File: src/rtl/adder_pkg.sv
// rtl/adder_pkg.sv - shared defaults and stage-count helper for the pipelined adder
package adder_pkg;

    localparam int DEFAULT_WIDTH = 8;
    localparam int DEFAULT_CHUNK = 4;

    // Guards the division so a bad CHUNK reaches the top-level elaboration check cleanly
    function automatic int adder_stages(input int width, input int chunk);
        return (chunk < 1) ? 1 : width / chunk;
    endfunction

endpackage

File: src/rtl/chunk_adder.sv
// rtl/chunk_adder.sv - combinational CHUNK-bit ripple adder built from full_adder cells
module chunk_adder
    import adder_pkg::*;
#(
    parameter int CHUNK = DEFAULT_CHUNK
) (
    input  logic [CHUNK-1:0] a_i,
    input  logic [CHUNK-1:0] b_i,
    input  logic             ci_i,
    output logic [CHUNK-1:0] s_o,
    output logic             co_o,
    output logic             c_msb_o
);

    logic [CHUNK:0] carry;

    assign carry[0] = ci_i;

    for (genvar i = 0; i < CHUNK; i++) begin : g_bit
        full_adder u_fa (
            .a_i  (a_i[i]),
            .b_i  (b_i[i]),
            .ci_i (carry[i]),
            .s_o  (s_o[i]),
            .co_o (carry[i+1])
        );
    end

    assign co_o    = carry[CHUNK];
    // Carry into the top bit of this chunk; the last stage uses it for signed overflow
    assign c_msb_o = carry[CHUNK-1];

endmodule

File: src/rtl/full_adder.sv
// rtl/full_adder.sv - single-bit full adder cell
module full_adder (
    input  logic a_i,
    input  logic b_i,
    input  logic ci_i,
    output logic s_o,
    output logic co_o
);

    assign s_o  = a_i ^ b_i ^ ci_i;
    assign co_o = (a_i & b_i) | (ci_i & (a_i ^ b_i));

endmodule

File: src/rtl/pipelined_adder.sv
// rtl/pipelined_adder.sv - WIDTH-bit adder pipelined as CHUNK-bit ripple slices with valid/ready
module pipelined_adder
    import adder_pkg::*;
#(
    parameter int WIDTH = DEFAULT_WIDTH,
    parameter int CHUNK = DEFAULT_CHUNK
) (
    input  logic             clk,
    input  logic             rst,
    input  logic             in_valid,
    output logic             in_ready,
    input  logic [WIDTH-1:0] a,
    input  logic [WIDTH-1:0] b,
    input  logic             ci,
    output logic             out_valid,
    input  logic             out_ready,
    output logic [WIDTH-1:0] s,
    output logic             co,
    output logic             ovf
);

    localparam int STAGES = adder_stages(WIDTH, CHUNK);

    if (CHUNK < 1) begin : g_chunk_check
        $error("pipelined_adder: CHUNK must be at least 1");
    end else if (WIDTH % CHUNK != 0) begin : g_width_check
        $error("pipelined_adder: WIDTH must be a multiple of CHUNK");
    end

    logic             vld_q   [STAGES];
    logic             vld_d   [STAGES];
    logic [WIDTH-1:0] a_q     [STAGES];
    logic [WIDTH-1:0] a_d     [STAGES];
    logic [WIDTH-1:0] b_q     [STAGES];
    logic [WIDTH-1:0] b_d     [STAGES];
    logic [WIDTH-1:0] sum_q   [STAGES];
    logic [WIDTH-1:0] sum_d   [STAGES];
    logic             c_q     [STAGES];
    logic             c_d     [STAGES];
    logic             msb_c_q;
    logic             msb_c_d;

    logic [WIDTH-1:0] src_a   [STAGES];
    logic [WIDTH-1:0] src_b   [STAGES];
    logic [WIDTH-1:0] src_sum [STAGES];
    logic             src_c   [STAGES];

    logic [CHUNK-1:0] ch_s    [STAGES];
    logic             ch_co   [STAGES];
    logic             ch_msb  [STAGES];

    logic stall;
    logic advance;

    assign stall    = vld_q[STAGES-1] && !out_ready;
    assign advance  = !stall;
    assign in_ready = !stall;

    // Stage k reads the skewed operands and partial sum held by stage k-1 (the ports for k=0)
    always_comb begin
        src_a[0]   = a;
        src_b[0]   = b;
        src_c[0]   = ci;
        src_sum[0] = '0;
        for (int k = 1; k < STAGES; k++) begin
            src_a[k]   = a_q[k-1];
            src_b[k]   = b_q[k-1];
            src_c[k]   = c_q[k-1];
            src_sum[k] = sum_q[k-1];
        end
    end

    for (genvar k = 0; k < STAGES; k++) begin : g_stage
        chunk_adder #(
            .CHUNK (CHUNK)
        ) u_chunk (
            .a_i     (src_a[k][k*CHUNK +: CHUNK]),
            .b_i     (src_b[k][k*CHUNK +: CHUNK]),
            .ci_i    (src_c[k]),
            .s_o     (ch_s[k]),
            .co_o    (ch_co[k]),
            .c_msb_o (ch_msb[k])
        );
    end

    always_comb begin
        vld_d[0] = in_valid;
        for (int k = 1; k < STAGES; k++) begin
            vld_d[k] = vld_q[k-1];
        end
        for (int k = 0; k < STAGES; k++) begin
            a_d[k]                     = src_a[k];
            b_d[k]                     = src_b[k];
            sum_d[k]                   = src_sum[k];
            sum_d[k][k*CHUNK +: CHUNK] = ch_s[k];
            c_d[k]                     = ch_co[k];
        end
        msb_c_d = ch_msb[STAGES-1];
    end

    always_ff @(posedge clk) begin
        if (rst) begin
            for (int k = 0; k < STAGES; k++) begin
                vld_q[k] <= 1'b0;
                a_q[k]   <= '0;
                b_q[k]   <= '0;
                sum_q[k] <= '0;
                c_q[k]   <= 1'b0;
            end
            msb_c_q <= 1'b0;
        end else if (advance) begin
            for (int k = 0; k < STAGES; k++) begin
                vld_q[k] <= vld_d[k];
                a_q[k]   <= a_d[k];
                b_q[k]   <= b_d[k];
                sum_q[k] <= sum_d[k];
                c_q[k]   <= c_d[k];
            end
            msb_c_q <= msb_c_d;
        end
    end

    assign out_valid = vld_q[STAGES-1];
    assign s         = sum_q[STAGES-1];
    assign co        = c_q[STAGES-1];
    assign ovf       = msb_c_q ^ c_q[STAGES-1];

endmodule

File: config.mk
export PLATFORM = sky130hd
export DESIGN_NAME = pipelined_adder
export DESIGN_NICKNAME = d
export VERILOG_FILES = /design/src/rtl/adder_pkg.sv /design/src/rtl/chunk_adder.sv /design/src/rtl/full_adder.sv /design/src/rtl/pipelined_adder.sv
export SDC_FILE = /design/constraint.sdc
export NUM_CORES = 1
export LEC_CHECK = 0
export ABC_CLOCK_PERIOD_IN_PS = 3300
export BUFFER_PORTS_ARGS = -buffer_cell sky130_fd_sc_hd__buf_4
export CORE_AREA = 2 2 54 56
export DETAILED_ROUTE_END_ITERATION = 8
export DIE_AREA = 0 0 56 58
export MAX_ROUTING_LAYER = met4
export PLACE_DENSITY = 0.74
export SLEW_MARGIN = 20
export SYNTH_ARGS = -nofsm -noshare
export SYNTH_HDL_FRONTEND = slang
export SYNTH_HIERARCHICAL = 1
export SYNTH_SLANG_ARGS = --single-unit
File: constraint.sdc
create_clock -name clk -period 3.3 [get_ports clk]
set_clock_uncertainty 0.15 [all_clocks]
set_input_delay 0.66 -clock clk [delete_from_list [all_inputs] [get_ports clk]]
set_output_delay 0.66 -clock clk [all_outputs]
set_load 0.02 [all_outputs]
Word-level counts from Yosys, hierarchy flattened
Memory sizes are Yosys's and may differ from the RTL's.
Cells that the tools add are included.
{"block": "totals", "register_bits": 1, "ram_bits": 52, "inputBits": 21, "n_memories": 5}
{"memory": "a_q", "words": 2, "width": 8, "read_ports": 1, "rd_ports_with_merged_regs": 0, "wr": 2, "line_no": "pipelined_adder.sv:32", "text": "logic [WIDTH-1:0] a_q [STAGES];"}
{"memory": "b_q", "words": 2, "width": 8, "read_ports": 1, "rd_ports_with_merged_regs": 0, "wr": 2, "line_no": "pipelined_adder.sv:34", "text": "logic [WIDTH-1:0] b_q [STAGES];"}
{"memory": "sum_q", "words": 2, "width": 8, "read_ports": 2, "rd_ports_with_merged_regs": 0, "wr": 2, "line_no": "pipelined_adder.sv:36", "text": "logic [WIDTH-1:0] sum_q [STAGES];"}
{"memory": "c_q", "words": 2, "width": 1, "read_ports": 2, "rd_ports_with_merged_regs": 0, "wr": 2, "line_no": "pipelined_adder.sv:38", "text": "logic c_q [STAGES];"}
{"memory": "vld_q", "words": 2, "width": 1, "read_ports": 2, "rd_ports_with_merged_regs": 0, "wr": 2, "line_no": "pipelined_adder.sv:30", "text": "logic vld_q [STAGES];"}
{"block": "op_classes", "n_mux": 15, "n_bitwise": 51, "n_reduce_logical": 3}
{"cell": "$mux 8", "n": 6}
{"cell": "$or 1x1->1", "n": 18}
{"cell": "$xor 1x1->1", "n": 17}
{"cell": "$and 1x1->1", "n": 16}
{"cell": "$mux 1", "n": 9}
{"cell": "$logic_not 1->1", "n": 2}
{"cell": "$logic_and 1x1->1", "n": 1}

Longest topological paths before layout
An unclocked memory read counts as a cell.
{"block": "logic_depth", "ltp_word": 11, "mapped_depth": 5}

Modules after synthesis
The synthesis kept the hierarchy.
{"mod": "pipelined_adder", "n_inst": 1, "cells_per_inst": 62, "area_each_um2": 1126.1, "seq_area_each_um2": 740.7}
{"mod": "full_adder", "n_inst": 8, "cells_per_inst": 1, "area_each_um2": 20.0, "seq_area_each_um2": 0.0}

Worst setup path after synthesis
Ideal clock, no wire load.
{"block": "synth_timing", "kind": "input to register", "start": "in a[0]", "end": "mem sum_q[0][3] (netlist name) (data pin)", "arrival_time_ns": 2.399, "t_required_ns": 2.886, "slack_ns": 0.487, "stages": 5, "path_cell_list": "fa_1 -> fa_1 -> fa_1 -> fa_1 -> nor3b_2"}
{"element": "from (decl)", "line_no": "pipelined_adder.sv:12", "text": "input logic [WIDTH-1:0] a,"}
{"element": "to (decl)", "line_no": "pipelined_adder.sv:36"}

==> reports/results.tsv <==
stage	metric	value	unit
cts	clk_pin_slew	0.14	ns
cts	ctsResizeCount	0	
grt	grt_pass1_wl	3540	µm
pwr	peakVddDrop	0.000269	V
cts	htreeDepth	1	
pwr	p_sw_share	24.8	%
critical_path	path_depth	5	
final_layout	antenna_cells	0	
critical_path	start_kind	flop	
critical_path	cp_data_arrival_time	2.63	ns
final_layout	drive_gt1_share	56.9	%
pwr	power_leakage	0.643	nW
cts	cts-hold-fix-buffers	0	
grt	antenna_found_initial	0	
placement	place_inst	129	
pwr	seq_power_share	59.5	%
worst_hold_path	hold_path_class	flop to flop	
critical_path	required	3.22	ns
cts	cts_tree	built	
drt	drt-total-wl	2040	µm
placement	gp_congestion	0.758	
synth	avgSynthCellArea	18.4	µm²
critical_path	cp_common_cell	fa_1	
critical_path	path_cells	fa_1 > fa_1 > fa_1 > fa_1 > nor3b_2	
drt	vias	685	
status	status	complete, no violations	
timing	post-route-period-util	82.1	%
cts	post_cts_buffers	0	
cts	clockBufferDepth	2	
final_layout	postLayoutCellArea	0.00155	mm²
timing	finalSetupTns	0	ns
critical_path	crit_buf_inv	0	
pwr	p_comb_share	19.8	%
critical_path	path_class	flop to flop	
grt	overflow	0	
floorplan	io_pins	33	
final_layout	fin_cells	133	
final_layout	final_cell_mix	buf_4 (34), edfxtp_1 (24), nor3b_2 (19)	
timing	fmax	369	MHz
worst_hold_path	hp-start	msb_c_q	
floorplan	placementRows	19	
final_layout	mostFrequentLayoutCell	buf_4	
drt	routedWlPerCell	15.3	µm
cts	cts_buffers	3	
pwr	p_sw	164	µW
timing	final-hold-violation-count	0	
drt	via_per_inst	5.15	
timing	slew_viol_final	0	
synth	ys_ff_latch	25	
drt	first_pass_iters	4	
floorplan	fp.dieW	56	µm
critical_path	r2r-end	sum_q[0][15]	
timing	finalSetupViolations	0	
critical_path	rrSetupSlack	0.59	ns
synth	syn_inst	70	
grt	grt_use_total	15.4	%
job	drv_cap	0	
floorplan	die_y	58	µm
cts	clock-root-buffer	clkbuf_4	
pwr	intPower	499	µW
timing	slew_headroom	64.5	%
critical_path	slowest_delay	0.45	ns
drt	drtIter0Drc	4	
synth	yosysWarnings	6	
critical_path	r2r_start	a_q[0][4]	
critical_path	crit_slowest_cell	fa_1	
critical_path	endpoint_kind	flop	
placement	dpl_cell_area	0.00153	mm²
floorplan	core	0.00266	mm²
critical_path	worst-r2r-cell-count	5	
grt	grt_pass1_vias	751	
worst_hold_path	hold_depth	2	
pwr	powerDensity	427	mW/mm²
synth	ys_types	13	
critical_path	cp_top_family	adder cells	
floorplan	initial_core_util	48.3	%
final_layout	synthToLayoutAreaGrowth	20.7	%
final_layout	n_fill_cell	217	
synth	syn_nets	99	
critical_path	crit_path_max_fanout	2	
placement	port_buffers	32	
timing	min_period	2.71	ns
synth	synth_area	0.00129	mm²
drt	drt_drc_violations_left	0	
timing	tightest_slew	0.533	ns
final_layout	nNetsFinal	132	
cts	insertion_delay	0.32	ns
grt	grt_max_degree	28	
floorplan	die_area	0.00325	mm²
drt	final_antenna_net_count	0	
pwr	clockPowerShare	20.7	%
synth	seq_area_frac_synth	57.6	%
cts	clkSinkCount	25	
worst_hold_path	hold_path_end	msb_c_q	
timing	rsz0062_at_grt	no	
stage by stage:
| step | hold slack, ns | setup slack (ns) | total power, mW | util, % |
|---|---|---|---|---|
| after detailed placement | 0.404 | 0.285 | 0.534 | 57.3 |
| after global routing | 0.439 | 0.498 | 0.699 | 58.3 |
| after CTS | 0.427 | 0.584 | 0.672 | 58.3 |
| final | 0.418 | 0.591 | 0.663 | 58.3 |
| after floorplan | 0.336 | 0.487 | 0.480 | - |
| after global placement | 0.355 | 0.315 | 0.529 | 57.3 |
flip-flops by register name, indices dropped and copies added (netlist names):
signal and flops:
sum_q 12, a_q 4, b_q 4, c_q 2, vld_q 2, msb_c_q 1
cell type report:
| cell class | instances | area (µm²) | share of cell area [%] |
|---|---|---|---|
| Sequential cell | 25 | 741 | 47.7 |
| Multi-Input combinational cell | 38 | 487 | 31.3 |
| Timing Repair Buffer | 34 | 255 | 16.4 |
| Tap cell | 31 | 38.8 | 2.50 |
| Clock buffer | 3 | 22.5 | 1.45 |
| Clock inverter | 1 | 5.00 | 0.322 |
| Inverter | 1 | 3.75 | 0.242 |
synth_stat cells:
library cell / instances / area share, %
fa_1: 8 / 12
nand2b_1: 2 / 0.97
nand4bb_1: 1 / 0.88
nor2b_4: 1 / 1.1
buf_6: 4 / 3.5
inv_1: 1 / 0.29
dfxtp_1: 1 / 1.6
nor3b_2: 19 / 18
o21ai_0: 1 / 0.39
xor2_1: 1 / 0.68
buf_2: 2 / 0.78
edfxtp_1: 24 / 56
nor3b_1: 5 / 2.9
power groups by stage:
stage | Sequential [mW] | Clock (mW) | Combinational (mW)
after detailed placement | 0.403 | 0 | 0.132
after CTS | 0.395 | 0.143 | 0.134
after global placement | 0.400 | 0 | 0.128
after floorplan | 0.419 | 0 | 0.0613
after global routing | 0.399 | 0.156 | 0.145
final | 0.394 | 0.137 | 0.131
worst max path at each step:
stage                     startpoint  slack (ns)      endpoint
after floorplan                 a[0]        0.49   sum_q[0][3]
after global placement          a[0]        0.32   sum_q[0][3]
after detailed placement        a[0]        0.28   sum_q[0][3]
after CTS                  a_q[0][4]        0.58  sum_q[0][15]
after global routing       a_q[0][4]        0.50  sum_q[0][15]
final                      a_q[0][4]        0.59  sum_q[0][15]
worst reg2reg max path, cell delays in order, from the launching register on:
cell and delay, ns:
edfxtp_1 0.43, fa_1 0.44, fa_1 0.40, fa_1 0.43, fa_1 0.45, nor3b_2 0.16
logic make-up (layout without fill, tap and decap cells):
group / Yosys count / after routing / share of synthesized area, %
AOI/OAI and AO/OA: 1 / 1 / 0.389
xor gates and xnor gates: 1 / 1 / 0.681
adders and majority gates: 8 / 8 / 12.5
buffers and inverters: 7 / 39 / 4.57
DFF: 25 / 25 / 57.6
and+or+nand+nor: 28 / 28 / 24.3
layer usage:
metal | share of wire [%] | wire, µm | global-route usage, %
met1 | 36 | 742 | 18.6
met2 | 56 | 1140 | 25.5
met3 | 5.9 | 120 | 2.46
met4 | 1.9 | 38 | 7.14
met5 | 0 | 0 | -
Power figures use the tool's default switching activity.
